<file path="src/rtl/sprite_pkg.sv">
// Shared definitions for the sprite plotter: sprite IDs in request-priority
// order, screen and sprite dimensions, and the plotter state encoding.
package sprite_pkg;

    localparam int unsigned ScreenW = 160;
    localparam int unsigned ScreenH = 120;

    localparam int unsigned FullW   = 160;
    localparam int unsigned FullH   = 120;
    localparam int unsigned BubbleW = 32;
    localparam int unsigned BubbleH = 32;
    localparam int unsigned ItemW   = 16;
    localparam int unsigned ItemH   = 16;

    localparam int unsigned NumReq  = 13;

    // Lower value wins when several requests are high at once.
    typedef enum logic [3:0] {
        SprStart    = 4'd0,
        SprBg       = 4'd1,
        SprHunger   = 4'd2,
        SprBored    = 4'd3,
        SprSick     = 4'd4,
        SprDirty    = 4'd5,
        SprDying    = 4'd6,
        SprZzzs     = 4'd7,
        SprFood     = 4'd8,
        SprPills    = 4'd9,
        SprFirstAid = 4'd10,
        SprBroom    = 4'd11,
        SprBall     = 4'd12
    } sprite_id_e;

    typedef enum logic [2:0] {
        StIdle,
        StRun,
        StFlush,
        StDone,
        StRelease
    } plot_state_e;

endpackage

</file>
<file path="src/rtl/sprite_geom.sv">
// Combinational sprite geometry lookup.
//   id_i              sprite ID
//   obj_x_i/obj_y_i   item position (used only for item sprites)
//   width_o/height_o  sprite size in pixels
//   base_x_o/base_y_o top-left screen position
//   opaque_o          full-screen sprite: the transparent key is plotted
module sprite_geom
    import sprite_pkg::*;
#(
    parameter int unsigned BUBBLE_X = 100,
    parameter int unsigned BUBBLE_Y = 20
) (
    input  sprite_id_e  id_i,
    input  logic [7:0]  obj_x_i,
    input  logic [6:0]  obj_y_i,
    output logic [7:0]  width_o,
    output logic [6:0]  height_o,
    output logic [7:0]  base_x_o,
    output logic [6:0]  base_y_o,
    output logic        opaque_o
);

    always_comb begin
        width_o  = 8'(ItemW);
        height_o = 7'(ItemH);
        base_x_o = obj_x_i;
        base_y_o = obj_y_i;
        opaque_o = 1'b0;
        if (id_i <= SprBg) begin
            width_o  = 8'(FullW);
            height_o = 7'(FullH);
            base_x_o = 8'd0;
            base_y_o = 7'd0;
            opaque_o = 1'b1;
        end else if (id_i <= SprZzzs) begin
            width_o  = 8'(BubbleW);
            height_o = 7'(BubbleH);
            base_x_o = 8'(BUBBLE_X);
            base_y_o = 7'(BUBBLE_Y);
        end
    end

endmodule

</file>
<file path="src/rtl/sprite_plotter.sv">
// Sprite plotter: serves one of thirteen level-held draw requests by walking
// the sprite's pixels out of the sprite ROM and writing them to the VGA
// adapter, then pulsing plot_done for one cycle.
//   clk, reset                sync active-high reset
//   draw_*_s                  level-held draw requests (ID order 0..12)
//   obj_x, obj_y              item top-left, sampled when a request is accepted
//   rom_sel, rom_addr         sprite ROM read port (data one cycle later)
//   rom_data                  sprite ROM output
//   vga_x/vga_y/vga_colour    VGA adapter pixel write, strobed by vga_plot
//   plot_done                 one-cycle completion pulse
//   busy                      high whenever not idle
module sprite_plotter
    import sprite_pkg::*;
#(
    parameter int unsigned                COLOUR_W    = 9,
    parameter int unsigned                BUBBLE_X    = 100,
    parameter int unsigned                BUBBLE_Y    = 20,
    parameter logic [COLOUR_W-1:0]        TRANSPARENT = 9'h1FF
) (
    input  logic                clk,
    input  logic                reset,
    input  logic                draw_start_s,
    input  logic                draw_bg_s,
    input  logic                draw_hunger_bubble_s,
    input  logic                draw_bored_bubble_s,
    input  logic                draw_sick_bubble_s,
    input  logic                draw_dirty_bubble_s,
    input  logic                draw_dying_bubble_s,
    input  logic                draw_zzzs_s,
    input  logic                draw_food_s,
    input  logic                draw_pills_s,
    input  logic                draw_first_aid_s,
    input  logic                draw_broom_s,
    input  logic                draw_ball_s,
    input  logic [7:0]          obj_x,
    input  logic [6:0]          obj_y,
    output logic [3:0]          rom_sel,
    output logic [14:0]         rom_addr,
    input  logic [COLOUR_W-1:0] rom_data,
    output logic [7:0]          vga_x,
    output logic [6:0]          vga_y,
    output logic [COLOUR_W-1:0] vga_colour,
    output logic                vga_plot,
    output logic                plot_done,
    output logic                busy
);

    logic [NumReq-1:0] req;
    assign req = {draw_ball_s, draw_broom_s, draw_first_aid_s, draw_pills_s, draw_food_s,
                  draw_zzzs_s, draw_dying_bubble_s, draw_dirty_bubble_s, draw_sick_bubble_s,
                  draw_bored_bubble_s, draw_hunger_bubble_s, draw_bg_s, draw_start_s};

    // Lowest-numbered active request wins.
    sprite_id_e req_id;
    always_comb begin
        req_id = SprStart;
        for (int i = 12; i >= 0; i--) begin
            if (req[i]) req_id = sprite_id_e'(4'(i));
        end
    end

    logic [7:0] geom_w;
    logic [6:0] geom_h;
    logic [7:0] geom_bx;
    logic [6:0] geom_by;
    logic       geom_opaque;

    sprite_geom #(
        .BUBBLE_X (BUBBLE_X),
        .BUBBLE_Y (BUBBLE_Y)
    ) u_geom (
        .id_i     (req_id),
        .obj_x_i  (obj_x),
        .obj_y_i  (obj_y),
        .width_o  (geom_w),
        .height_o (geom_h),
        .base_x_o (geom_bx),
        .base_y_o (geom_by),
        .opaque_o (geom_opaque)
    );

    plot_state_e state_q;
    sprite_id_e  id_q;
    logic [7:0]  w_q;
    logic [6:0]  h_q;
    logic [7:0]  base_x_q;
    logic [6:0]  base_y_q;
    logic        opaque_q;
    logic [7:0]  col_q;
    logic [6:0]  row_q;
    logic [14:0] addr_q;
    logic        flush_q;

    // Control FSM and pixel walk. addr_q tracks row*width+col incrementally.
    always_ff @(posedge clk) begin
        if (reset) begin
            state_q  <= StIdle;
            id_q     <= SprStart;
            w_q      <= '0;
            h_q      <= '0;
            base_x_q <= '0;
            base_y_q <= '0;
            opaque_q <= 1'b0;
            col_q    <= '0;
            row_q    <= '0;
            addr_q   <= '0;
            flush_q  <= 1'b0;
        end else begin
            unique case (state_q)
                StIdle: begin
                    if (|req) begin
                        id_q     <= req_id;
                        w_q      <= geom_w;
                        h_q      <= geom_h;
                        base_x_q <= geom_bx;
                        base_y_q <= geom_by;
                        opaque_q <= geom_opaque;
                        col_q    <= '0;
                        row_q    <= '0;
                        addr_q   <= '0;
                        state_q  <= StRun;
                    end
                end
                StRun: begin
                    if (col_q == w_q - 8'd1) begin
                        col_q <= '0;
                        if (row_q == h_q - 7'd1) begin
                            flush_q <= 1'b0;
                            state_q <= StFlush;
                        end else begin
                            row_q  <= row_q + 7'd1;
                            addr_q <= addr_q + 15'd1;
                        end
                    end else begin
                        col_q  <= col_q + 8'd1;
                        addr_q <= addr_q + 15'd1;
                    end
                end
                StFlush: begin
                    if (flush_q) state_q <= StDone;
                    else         flush_q <= 1'b1;
                end
                StDone: begin
                    state_q <= StRelease;
                end
                StRelease: begin
                    // A request still held from the finished sprite must not retrigger.
                    if (!(|req)) state_q <= StIdle;
                end
                default: state_q <= StIdle;
            endcase
        end
    end

    // Two-stage pixel pipeline: stage 1 pairs col/row with the ROM read in flight,
    // stage 2 registers the VGA write once rom_data has arrived.
    logic                s1_valid_q;
    logic [7:0]          s1_col_q;
    logic [6:0]          s1_row_q;
    logic [7:0]          vga_x_q;
    logic [6:0]          vga_y_q;
    logic [COLOUR_W-1:0] vga_colour_q;
    logic                vga_plot_q;

    logic [8:0] x_sum;
    logic [7:0] y_sum;
    logic       clipped;
    logic       keyed;

    assign x_sum   = {1'b0, base_x_q} + {1'b0, s1_col_q};
    assign y_sum   = {1'b0, base_y_q} + {1'b0, s1_row_q};
    assign clipped = (x_sum >= 9'(ScreenW)) || (y_sum >= 8'(ScreenH));
    assign keyed   = !opaque_q && (rom_data == TRANSPARENT);

    always_ff @(posedge clk) begin
        if (reset) begin
            s1_valid_q   <= 1'b0;
            s1_col_q     <= '0;
            s1_row_q     <= '0;
            vga_x_q      <= '0;
            vga_y_q      <= '0;
            vga_colour_q <= '0;
            vga_plot_q   <= 1'b0;
        end else begin
            s1_valid_q   <= (state_q == StRun);
            s1_col_q     <= col_q;
            s1_row_q     <= row_q;
            vga_x_q      <= x_sum[7:0];
            vga_y_q      <= y_sum[6:0];
            vga_colour_q <= rom_data;
            vga_plot_q   <= s1_valid_q && !clipped && !keyed;
        end
    end

    assign rom_sel    = id_q;
    assign rom_addr   = addr_q;
    assign vga_x      = vga_x_q;
    assign vga_y      = vga_y_q;
    assign vga_colour = vga_colour_q;
    assign vga_plot   = vga_plot_q;
    assign plot_done  = (state_q == StDone);
    assign busy       = (state_q != StIdle);

endmodule

</file>
<file path="config.mk">
export PLATFORM = sky130hd
export DESIGN_NAME = sprite_plotter
export DESIGN_NICKNAME = d
export VERILOG_FILES = /design/src/rtl/sprite_pkg.sv /design/src/rtl/sprite_geom.sv /design/src/rtl/sprite_plotter.sv
export SDC_FILE = /design/constraint.sdc
export NUM_CORES = 1
export LEC_CHECK = 0
export CORE_UTILIZATION = 40
export DETAILED_ROUTE_END_ITERATION = 12
export DONT_BUFFER_PORTS = 1
export GPL_ROUTABILITY_DRIVEN = 0
export HOLD_SLACK_MARGIN = 0.12
export PLACE_DENSITY = 0.53
export SYNTH_ARGS = -nofsm -noshare
export SYNTH_HDL_FRONTEND = slang
export SYNTH_HIERARCHICAL = 1
export SYNTH_SLANG_ARGS = --single-unit
export TNS_END_PERCENT = 50
</file>
<file path="constraint.sdc">
create_clock -name clk -period 4.9 [get_ports clk]
set_input_delay 0.98 -clock clk [delete_from_list [all_inputs] [get_ports clk]]
set_output_delay 0.98 -clock clk [all_outputs]
set_load 0.005 [all_outputs]
</file>
# Word level (Yosys, flattened, before mapping)
# Cells that the tools add are included.
# totals
ff_bits,110
latchBits,0
ram_bits,0
rom_bits,0
wordCells,103
memories,0
# op_classes
addsub,7
n_mul,0
div_mod_pow,0
n_lt_le_gt_ge,4
eq_ne,14
n_shift,0
muxes,42
n_bitwise,0
n_reduce_logical,18
# op_table
cell,n
4-bit two-way mux,13
15-bit two-way mux,3
7-bit two-way mux,6
8-bit two-way mux,5
15-bit case mux with 2 select lines,1
8-bit case mux with 2 select lines,1
"15-bit by 1-bit adder with 15-bit output, second input constant",1
3-bit two-way mux,5
3-bit case mux with 5 select lines,1
7-bit case mux with 2 select lines,1
13-bit OR reduction,1
6-bit two-way mux,2
"2-bit != test, second input constant",6
8-bit by 8-bit adder with 9-bit output,1
"9-bit == test, second input constant",1
"9-bit by 8-bit >= comparator with 1-bit output, second input constant",1
7-bit by 7-bit adder with 8-bit output,1
"8-bit by 1-bit adder with 8-bit output, second input constant",1
8-bit == test,1
"8-bit by 7-bit >= comparator with 1-bit output, second input constant",1
"8-bit by 1-bit subtractor with 8-bit output, second input constant",1
"7-bit by 1-bit adder with 7-bit output, second input constant",1
7-bit == test,1
"7-bit by 1-bit subtractor with 7-bit output, second input constant",1
other kinds (18),28

# Longest topological paths before layout
# depth
word_depth,16
depth_mapped,10
depth_no_buf,10

# Modules after synthesis
# The synthesis kept the hierarchy.
# modules_own_cells
mod,instances,cells_each,area_per_inst_um2
sprite_plotter,1,614,5275.1
sprite_geom,1,38,252.7

# Worst setup path after synthesis
# Ideal clock, no wire load.
# synth_timing
path_type,input -> register
from,in draw_start_s
to,reg base_y_q[0]
setup_time_ns,0.071
arrival_ns,2.754
t_required_ns,4.829
path_slack_ns,2.076
path_stages,6
path_cell_list,or4_1 > nor3b_1 > buf_6 > and2_2 > nand2_1 > a21oi_1
# synth_via
elab_chain_len,4
word_cells_on_any_way,7
cone_classes,order compare: 2; mux: 3; reduce/logical: 2
# synth_lines
element,line,text
start: declaration,sprite_plotter.sv:22,"input logic draw_start_s,"
4-bit two-way mux *,sprite_plotter.sv:58,if (req[i]) req_id = sprite_id_e'(4'(i));
via req_id[3],sprite_plotter.sv:54,sprite_id_e req_id;
4-bit by 3-bit <= comparator with 1-bit output,sprite_geom.sv:35,end else if (id_i <= SprZzzs) begin
7-bit two-way mux,sprite_geom.sv:35,
7-bit two-way mux *,sprite_geom.sv:29,if (id_i <= SprBg) begin
via geom_by[0],sprite_plotter.sv:65,logic [6:0] geom_by;
end signal: assignment,sprite_plotter.sv:116,base_y_q <= geom_by;
end: declaration,sprite_plotter.sv:87,logic [6:0] base_y_q;
# Mark *: on every way through the listed nets, which the timed path passes. The rest lies on a longest branch.
# A chain may end at the register's enable or synchronous reset.

# Worst setup path after layout
# layout_timing
from,in draw_start_s
to,reg col_q[2]
# layout_via
elab_chain_len,3
# layout_lines
element,line,text
13-bit OR reduction,sprite_plotter.sv:111,if (|req) begin
2-bit != test (no source line),n/a,
2-bit AND reduction (no source line),n/a,
end signal: assignment,sprite_plotter.sv:135,col_q <= col_q + 8'd1;
end: declaration,sprite_plotter.sv:89,logic [7:0] col_q;
# Every way passes these cells.

==> impl_metrics.tcl <==
set metrics [dict create \
    status "complete, no violations" \
    worstPathArrival_ps 3520 \
    syn_inst 651 \
    port_buffers 0 \
    drtIter0Drc 231 \
    dp_cells 796 \
    firstDrtPassIters 4 \
    rsz0062_at_grt "false" \
    clock.fmax_mhz 309 \
    worst-path-max-fanout 26 \
    fp-row-count 42 \
    maxCapViolations 0 \
    finalPower_mw 1.79 \
    grt_pass1_wl_um 19900 \
    critical_path_required_ps 5190 \
    tightest_slew_ps 1010 \
    antenna_found_initial 0 \
    endpoint_kind "flop" \
    clk_pin_slew_ps 70 \
    maxSlewHeadroom 0.326 \
    dieArea_sq_um 14300 \
    wl_um 12300 \
    ios 85 \
    ys_warn_count 6 \
    dp_hpwl_um 8610 \
    hold_violations 0 \
    avgSynthCellArea_sq_um 8.49 \
    drv_slew 0 \
    finClkSkew_ps 6.96 \
    power_density_nw_per_um2 306 \
    crit_type "input pin to flop" \
    nNetsFinal 692 \
    final_common_cell "dfxtp_1" \
    layout.cells.non_filler 812 \
    period_minus_slack_ps 3230 \
    num_vias 4352 \
    layout_common_cells "dfxtp_1 (110), nand2_1 (93), a21oi_1 (55)" \
    cts.sinks 110 \
    grtUsageTotal 0.177 \
    numCtsBuffers 9 \
    via_per_inst 5.36 \
    hold_path_class "flop to flop" \
    cts_hold_buf 0 \
    cts_resized 0 \
    ant_nets 0 \
    setup-tns-final_ps 0 \
    area_growth_pct 5.98 \
    syn-cell-area_sq_um 5520 \
    h-tree-depth 3 \
    start_kind "input pin" \
    root_buffer "clkbuf_16" \
    grt_pass1_vias 4018 \
    vdd_drop_max_v 0.000167 \
    cts_setup_buffers 0 \
    grt_max_degree 92 \
    grt_overflow 0 \
    core_area_sq_um 13300 \
    insertion_delay_ps 350 \
    cts_tree "built" \
    start_util 0.414 \
    fin_util 0.439 \
    drive_above_1_share 0.0645 \
    period_share 0.660 \
    drt-wirelength-per-cell_um 15.1 \
    setup_viol 0 \
    diodes 0 \
    leakagePower_nw 2.31 \
    clockBufferDepth 2 \
    die_y_um 120 \
    drc 0 \
    die_x_um 120 \
]
[per-stage QoR]
stage | worst slack (ps) | hold slack [ps] | area, sq um
floorplan | 2080 | 431 | 5550
global placement | 1320 | 441 | 5590
detailed placement | 1270 | 444 | 5590
CTS | 1640 | 453 | 5850
global route | 1390 | 482 | 5850
finish | 1670 | 451 | 5850
[final timing paths]
check / endpoint / startpoint / slack [ps] / cells after the start
worst min-delay path: opaque_q / opaque_q / 450 / 2
worst max register to register: rom_addr[1] / h_q[0] / 2130 / 9
worst min register to register: opaque_q / opaque_q / 450 / 2
worst max-delay path: col_q[2] / draw_start_s / 1670 / 7
[where the power goes]
group / switching [mW] / internal [mW] / total [mW]
clock network: 0.327 / 0.357 / 0.684
registers: 0.0249 / 0.920 / 0.945
logic: 0.0967 / 0.0652 / 0.162
[registers in the layout (all words and copies together) (netlist names), 8 cells and up]
name        count
rom_addr       15
vga_colour      9
base_x_q        8
col_q           8
s1_col_q        8
vga_x           8
w_q             8
[routing by layer]
layer / up-vias / track usage / wire, um
li1: 2181 / - / -
met1: 2041 / 0.232 / 5790
met2: 117 / 0.281 / 5670
met3: 13 / 0.0380 / 621
met4: 0 / 0.0742 / 187
met5: - / 0 / 0
[critical path: stages]
cell and delay, ps:
or4_1 570, nand4bb_1 310, and2_1 560, nor2_1 630, nand2_1 210, o211a_1 180, nor2_1 80
[final cells by class]
class,instances,area (sq um)
sequential,110,2200
fill,1367,7490
multi-input combinational,479,3040
tap,176,220
clock buffer,12,246
timing repair buffer,3,22.5
clock inverter,4,22.5
inverter,28,105
(Power assumes the default switching activity.)
